## config.mk

```make
export PLATFORM = sky130hd
export DESIGN_NAME = fetch_queue
export DESIGN_NICKNAME = d
export VERILOG_FILES = /design/src/rtl/fetch_queue_pkg.sv /design/src/rtl/fetch_queue.sv
export SDC_FILE = /design/constraint.sdc
export NUM_CORES = 1
export LEC_CHECK = 0
export CAP_MARGIN = 20
export CORE_UTILIZATION = 35
export DETAILED_ROUTE_END_ITERATION = 8
export GPL_TIMING_DRIVEN = 0
export SLEW_MARGIN = 20
export SYNTH_ARGS = -nofsm -noshare
export SYNTH_HDL_FRONTEND = slang
export SYNTH_SLANG_ARGS = --single-unit
export TNS_END_PERCENT = 50
```

## constraint.sdc

```tcl
create_clock -name clk_i -period 13.58 [get_ports clk_i]
set_clock_uncertainty 0.1 [all_clocks]
set_input_delay 4.074 -clock clk_i [delete_from_list [all_inputs] [get_ports clk_i]]
set_output_delay 4.074 -clock clk_i [all_outputs]
set_load 0.01 [all_outputs]
```

## src/rtl/fetch_queue_pkg.sv

```systemverilog
// Shared types for the fetch -> decode instruction queue.
// Entry layout and default sizing constants.
package fetch_queue_pkg;

  localparam int FQ_XLEN    = 32;
  localparam int FQ_DEPTH   = 4;
  localparam int FQ_EPOCH_W = 2;

  typedef enum logic [2:0] {
    EXC_NONE      = 3'd0,
    EXC_IMISALIGN = 3'd1,
    EXC_IACCESS   = 3'd2,
    EXC_IPAGE     = 3'd3,
    EXC_ILLEGAL   = 3'd4
  } exc_type_e;

  typedef struct packed {
    logic [FQ_XLEN-1:0] pc;
    logic [FQ_XLEN-1:0] inst;
    logic [FQ_XLEN-1:0] pc_incr;
    exc_type_e          exc;
    logic               taken;
    logic [FQ_XLEN-1:0] target;
  } fq_entry_t;

endpackage

```

## src/rtl/fetch_queue.sv

```systemverilog
// Epoch-tagged instruction queue between fetch and decode.
// Stale responses are dropped; optional bypass when empty.
module fetch_queue
  import fetch_queue_pkg::*;
#(
  parameter int XLEN      = FQ_XLEN,
  parameter int DEPTH     = FQ_DEPTH,
  parameter int EPOCH_W   = FQ_EPOCH_W,
  parameter int AF_MARGIN = 1,
  parameter int BYPASS    = 1
) (
  input  logic                       clk_i,
  input  logic                       rst_i,
  input  logic                       flush_i,
  input  logic                       enq_valid_i,
  output logic                       enq_ready_o,
  input  logic [EPOCH_W-1:0]         enq_epoch_i,
  input  logic [XLEN-1:0]            enq_pc_i,
  input  logic [XLEN-1:0]            enq_inst_i,
  input  logic [XLEN-1:0]            enq_pc_incr_i,
  input  exc_type_e                  enq_exc_i,
  input  logic                       enq_taken_i,
  input  logic [XLEN-1:0]            enq_target_i,
  output logic [EPOCH_W-1:0]         epoch_o,
  output logic                       deq_valid_o,
  input  logic                       deq_ready_i,
  output logic [XLEN-1:0]            deq_pc_o,
  output logic [XLEN-1:0]            deq_inst_o,
  output logic [XLEN-1:0]            deq_pc_incr_o,
  output exc_type_e                  deq_exc_o,
  output logic                       deq_taken_o,
  output logic [XLEN-1:0]            deq_target_o,
  output logic [$clog2(DEPTH+1)-1:0] count_o,
  output logic                       almost_full_o
);

  localparam int PW = $clog2(DEPTH);
  localparam int CW = $clog2(DEPTH+1);
  localparam bit BYP = (BYPASS != 0);

  fq_entry_t        mem [DEPTH];
  logic [PW-1:0]    rd_ptr;
  logic [PW-1:0]    wr_ptr;
  logic [CW-1:0]    count;
  logic [EPOCH_W-1:0] epoch;

  fq_entry_t enq_entry;
  fq_entry_t head;
  logic full;
  logic empty;
  logic enq_fire;
  logic keep;
  logic byp;
  logic deq_fire;
  logic wr_en;
  logic rd_en;

  assign full  = (count == CW'(DEPTH));
  assign empty = (count == '0);

  assign enq_ready_o = !full && !rst_i && !flush_i;
  assign enq_fire    = enq_valid_i && enq_ready_o;
  assign keep        = enq_fire && (enq_epoch_i == epoch);

  assign enq_entry = '{
    pc:      enq_pc_i,
    inst:    enq_inst_i,
    pc_incr: enq_pc_incr_i,
    exc:     enq_exc_i,
    taken:   enq_taken_i,
    target:  enq_target_i
  };

  assign byp  = BYP && empty && keep;
  assign head = byp ? enq_entry : mem[rd_ptr];

  assign deq_valid_o = !rst_i && !flush_i && (!empty || byp);
  assign deq_fire    = deq_valid_o && deq_ready_i;

  // A bypassed entry consumed in its arrival cycle never touches storage.
  assign wr_en = keep && !(byp && deq_ready_i);
  assign rd_en = deq_fire && !byp;

  assign deq_pc_o      = head.pc;
  assign deq_inst_o    = head.inst;
  assign deq_pc_incr_o = head.pc_incr;
  assign deq_exc_o     = head.exc;
  assign deq_taken_o   = head.taken;
  assign deq_target_o  = head.target;

  assign epoch_o       = epoch;
  assign count_o       = count;
  assign almost_full_o = (count >= CW'(DEPTH - AF_MARGIN));

  // Entry storage; write enable is already gated by reset and flush.
  always_ff @(posedge clk_i) begin
    if (wr_en) begin
      mem[wr_ptr] <= enq_entry;
    end
  end

  // Pointers, occupancy and epoch; reset beats flush beats traffic.
  always_ff @(posedge clk_i) begin
    if (rst_i) begin
      rd_ptr <= '0;
      wr_ptr <= '0;
      count  <= '0;
      epoch  <= '0;
    end else if (flush_i) begin
      rd_ptr <= '0;
      wr_ptr <= '0;
      count  <= '0;
      epoch  <= epoch + EPOCH_W'(1);
    end else begin
      if (wr_en) begin
        wr_ptr <= wr_ptr + PW'(1);
      end
      if (rd_en) begin
        rd_ptr <= rd_ptr + PW'(1);
      end
      case ({wr_en, rd_en})
        2'b10:   count <= count + CW'(1);
        2'b01:   count <= count - CW'(1);
        default: count <= count;
      endcase
    end
  end

endmodule

```

After elaboration in Yosys (flattened, before gate mapping) --
Memories as Yosys holds them, arrays and structs flattened. A register that Yosys moved wholly into a read port is not among the register bits. Cells that the tools add are included.
Operators by class: $add $sub $neg 5, magnitude comparators 1, eq/ne operators 4, multiplexer cells 6, reduce and logical (&&, ||, !) cells 21
Operator list (count):
- 2-to-1 mux 132 bit | 1
- logical AND 1 bit | 11
- adder 2 x 1 -> 2 bit, second input constant | 3
- zero test 1 bit | 6
- one-hot mux 3 bit (2 select lines) | 1
- 2-to-1 mux 2 bit | 2
- adder 3 x 1 -> 3 bit, second input constant | 1
- equality test 3 bit, second input constant | 1
- greater-or-equal comparator 3 x 2 -> 1 bit, second input constant | 1
- zero test 3 bit | 1
- subtractor 3 x 1 -> 3 bit, second input constant | 1
- equality test 2 x 1 -> 1 bit, second input constant | 1
- equality test 2 bit | 1
- equality test 2 bit, second input constant | 1
- 2-to-1 mux 1 bit | 2
- nonzero test 2 bit | 1
- OR reduction 2 bit | 1
- logical OR 1 bit | 1
Storage, ports and cells: flip-flop bits (word level) 9, bits in writable memories 528, input bits 139, output and inout bits 140, word-level logic and storage cells 42, memories kept 1
Memories:
- mem | words 4, bits a word 132, rd ports 1, clocked after Yosys merged registers in 1, write ports 1, RTL line fetch_queue.sv:41 | fq_entry_t mem [DEPTH];

Longest topological paths before layout --
depth after elaboration 13, gate-level depth with buffers 9, mapped depth without buffers 9

Worst setup path after synthesis --
No wires, ideal clock.
kind input port to flip-flop, start point in enq_epoch_i[1], end point mem mem[0][0] (netlist name), enable pin, setup time 0.784 ns, arrival time 13.536 ns, data required time 12.696 ns, slack -0.840 ns, stages on the path 3, buffers on the path 0, cells stage by stage xnor2_1 > nand3_1 > nor3_1
On the way: word-level cells in the longest chain between the ends 8
Ends and longest elaborated chain:
- start: declaration | RTL line fetch_queue.sv:17 | input logic [EPOCH_W-1:0] enq_epoch_i,
- equality test 2 bit (*) | RTL line fetch_queue.sv:63 | assign keep = enq_fire && (enq_epoch_i == epoch);
- logical AND 1 bit (*) | RTL line fetch_queue.sv:63
- logical AND 1 bit | RTL line fetch_queue.sv:74 | assign byp = BYP && empty && keep;
- logical AND 1 bit | RTL line fetch_queue.sv:81 | assign wr_en = keep && !(byp && deq_ready_i);
- zero test 1 bit | RTL line fetch_queue.sv:81
- logical AND 1 bit (*) | RTL line fetch_queue.sv:81
- 2-to-1 mux 1 bit (*) | RTL line fetch_queue.sv:97 | if (wr_en) begin
- 2-to-1 mux 1 bit (not written as such) (*) | RTL line fetch_queue.sv:98 | mem[wr_ptr] <= enq_entry;
- end: declaration | RTL line fetch_queue.sv:41
Mark *: on every way between the ends. The rest lies on a longest branch, timed or not.

Worst setup path after layout --
start point in flush_i, end point out deq_inst_o[26]
On the way: word-level cells in the longest chain between the ends 6
Ends and longest elaborated chain:
- start: declaration | RTL line fetch_queue.sv:14 | input logic flush_i,
- zero test 1 bit | RTL line fetch_queue.sv:61 | assign enq_ready_o = !full && !rst_i && !flush_i;
- logical AND 1 bit | RTL line fetch_queue.sv:61
- logical AND 1 bit | RTL line fetch_queue.sv:62 | assign enq_fire = enq_valid_i && enq_ready_o;
- logical AND 1 bit | RTL line fetch_queue.sv:63
- logical AND 1 bit | RTL line fetch_queue.sv:74
- 2-to-1 mux 132 bit | RTL line fetch_queue.sv:75 | assign head = byp ? enq_entry : mem[rd_ptr];
- end: declaration | RTL line fetch_queue.sv:28 | output logic [XLEN-1:0] deq_inst_o,
Every way passes these cells.

==> summary.md <==
| Metric | Value |
|---|---|
| Run status | finished clean |
| Final worst path period need | 10.78 ns |
| Layout Nets | 1475 |
| Clock transition at the registers of the reported paths | 0.06 ns |
| Max Freq | 92.7 MHz |
| Post-synth cell types | 32 |
| Max-slew violation count | 0 |
| # clock sinks | 539 |
| Final Hold Viols | 0 |
| WHS | 0.401 ns |
| Seq/Total Area, Yosys | 0.746 |
| Antenna Cells | 0 |
| Startpoint Class | primary input |
| Share of the synthesized area in the top cell type | 0.736 |
| Antenna Nets Post-Route | 0 |
| Layout Cells excl Fill | 2157 |
| Leak | 0.00928 µW |
| Syn_nets | 1056 |
| XOR/XNOR Fraction of Synth Area | 0.00325 |
| Drc violations | 0 |
| Core area | 0.0606 mm² |
| Tot GR Track Use | 0.148 |
| Synth Cell Area | 0.0215 mm² |
| Ys flop type | edfxtp_1 |
| Number of global-route vias before repair | 11.4k |
| Synth cell count leaders | edfxtp_1 (528), mux4_2 (132), mux2_4 (80), mux2_2 (52), buf_2 (15) |
| Yosys reg bits | 539 |
| DRT Pass-1 Iters | 6 |
| Maximum root-to-sink buffer count | 3 |
| Yosys warns | 0 |
| Post-CTS resize count | 0 |
| CTS tree | yes |
| Starting Density | 0.356 |
| CTS Buf Count | 58 |
| Maximum vdd drop | 0.115 mV |
| Num rows | 90 |
| Worst Max-Slew Pin Slew | 0.753 ns |
| RSZ-0062 raised after global routing | false |
| Post-synth ARST share | 0 |
| Initial antenna violation count | 7 |
| Largest net degree at the start of global routing | 15 |
| Fraction of layout cells with a size suffix above 1 | 0.341 |
| Avg Cell Area, Syn | 23.7 µm² |
| Synth Instances | 911 |
| Part of the cycle the worst path needs | 0.794 |
| Worst setup startpoint | flush_i |
| Reg2Reg Depth | 10 |
| GR Overflow Total | 0 |
| IO Count | 279 |
| Worst Setup End Kind | output pin |
| R2r setup slk | 10.36 ns |
| Die width | 250 µm |
| Cell with the most instances after synthesis | edfxtp_1 |
| # hold bufs at CTS | 0 |
| Clk_lat worst skew | 0.59 ns |
| Arrival @ worst endpoint | 6.61 ns |
| EDFF count, synth | 528 |
| CP endpoint | deq_inst_o[26] |
| First-pass GRT wire length | 70500 µm |
| Synth top area cells | edfxtp_1 (74%), mux4_2 (14%), mux2_4 (5.6%), mux2_2 (2.7%), dfxtp_1 (1.0%) |
| Placed cells | 2052 |
| PD cells | 126 mW/mm² |
| Setup-failing EPs final | 0 |
| Routed wire length | 46200 µm |
| Routed vias/inst | 4.85 |
| Compound-Gate Fraction of Synth Area | 0.00308 |
| Yosys top cell by area | edfxtp_1 |
| Max-Cap Viols | 0 |
| Detailed placement HPWL | 32300 µm |
| Routability cong. | 0.731 |
| Area grow syn2layout | 29.6% |
| Drt wl/cell | 21.4 µm |
| Post-CTS Setup Repair Bufs | 0 |
| Slew headroom | 0.493 |
| Root buf cell | clkbuf_16 |
| Largest family of logic cells by synthesized area | multiplexers |
| Post-synthesis mux area share | 0.222 |
| Post-Synth Adder-Cell Area | 0.00383 |
| CP max FO | 10 |
| Synth Area in Simple Gates | 0.00650 |
| Height of the die | 250 µm |
| Port Buffers | 278 |
| Final setup TNS | 0 ns |
| Initial drt markers | 601 |
| HP Class | reg2reg |
| RR Endpoint | mem[1][51]$_DFFE_PP_ |
| H-tree lvl count | 2 |
| Vias | 10.5k |
| Crit path kind | in2out |
| FF-to-FF Start | epoch_o[0]$_SDFFE_PP0P_ |
| Die ar. | 0.0626 mm² |
| WP data required | 9.41 ns |
[power breakdown]
part	leakage, µW	switching, µW	internal, µW
clock	0.000932	619	944
sequential	0.00484	1.64	1830
combinational	0.00352	55.5	74.7
[layout by cell type (no fill, tap or decap), drive strengths merged]
cell | Yosys | routed
fa | 1 | 1
buf | 39 | 120
a31oi | 1 | 1
clkinv | 0 | 24
nand2 | 5 | 5
inv | 9 | 10
ha | 5 | 5
mux4 | 132 | 132
nor3 | 5 | 5
mux2 | 132 | 132
o311ai | 1 | 1
nor2 | 11 | 11
or2 | 3 | 3
nand3 | 1 | 1
dfxtp | 11 | 11
xnor2 | 3 | 3
a21o | 1 | 1
bufinv | 0 | 7
clkdlybuf4s50 | 0 | 278
o2111a | 1 | 1
o31ai | 1 | 1
xor2 | 5 | 5
o21ai | 2 | 2
edfxtp | 528 | 528
or3 | 1 | 1
nand4 | 1 | 1
mux2i | 2 | 2
a21oi | 3 | 3
clkinvlp | 0 | 1
nor3b | 1 | 1
clkbuf | 6 | 78
[cell type report]
class / count / area [µm²]
Timing Repair Buffer: 359 / 3470
Buffer: 45 / 300
Inverter: 9 / 33.8
Tap cell: 782 / 978
Clock buffer: 72 / 1570
Fill cell: 5143 / 32700
Clock inverter: 33 / 330
Multi-Input combinational cell: 318 / 5160
Sequential cell: 539 / 16100
[sequential cells by signal, summed over array words and instances, names as in the netlist, named ones only]
signal and cells:
rd_ptr 2, wr_ptr 2, count_o 3, epoch_o 2, mem 528
[logic make-up (layout without fill, tap and decap cells)]
kind of cell,after synthesis,in the layout
AND/OR/NAND/NOR,28,28
adder cells (fa/ha/maj),6,6
multiplexers,266,266
flip-flops,539,539
AO/OA/AOI/OAI,10,10
XOR/XNOR,8,8
buffers and inverters,54,518
[through the flow]
step | power (µW) | area (µm²) | utilization | setup slack (ns)
floorplan | 1910 | 21500 | - | -0.840
global placement | 2000 | 25300 | 0.418 | -10.13
detailed placement | 2000 | 26000 | 0.429 | 2.73
CTS | 3570 | 27900 | 0.461 | 2.73
global route | 3640 | 27900 | 0.461 | 2.64
finish | 3520 | 27900 | 0.461 | 2.80
[critical path, cell delays in order]
cell and delay, ns:
clkdlybuf4s50_1 0.50, nor3b_1 0.27, nand4_2 0.34, buf_6 0.30
buf_4 0.23, mux2_4 0.31, clkdlybuf4s50_1 0.57
[worst min path at each step]
| stage | start | end | slack (ns) | cells past startpoint |
|---|---|---|---|---|
| 4_1_cts | wr_ptr[0]$_SDFFE_PP0P_ | wr_ptr[0]$_SDFFE_PP0P_ | 0.40 | 2 |
| 3_3_place_gp | wr_ptr[0]$_SDFFE_PP0P_ | wr_ptr[0]$_SDFFE_PP0P_ | 0.39 | 2 |
| 3_5_place_dp | wr_ptr[0]$_SDFFE_PP0P_ | wr_ptr[0]$_SDFFE_PP0P_ | 0.39 | 2 |
| 6_report | wr_ptr[1]$_SDFFE_PP0P_ | wr_ptr[1]$_SDFFE_PP0P_ | 0.40 | 2 |
| 2_1_floorplan | wr_ptr[1]$_SDFFE_PP0P_ | wr_ptr[1]$_SDFFE_PP0P_ | 0.37 | 2 |
| 5_1_grt | wr_ptr[1]$_SDFFE_PP0P_ | wr_ptr[1]$_SDFFE_PP0P_ | 0.44 | 2 |
[layer usage]
layer / track usage / part of all wire / wire length, µm / up-vias
met5: 0 / 0.0022 / 100 / -
met4: 0.0335 / 0.016 / 757 / 14
met3: 0.0482 / 0.068 / 3160 / 70
met2: 0.243 / 0.48 / 22300 / 259
met1: 0.192 / 0.43 / 19800 / 5430
li1: - / - / - / 4693
Note: power is estimated with default switching activity, not from simulation.
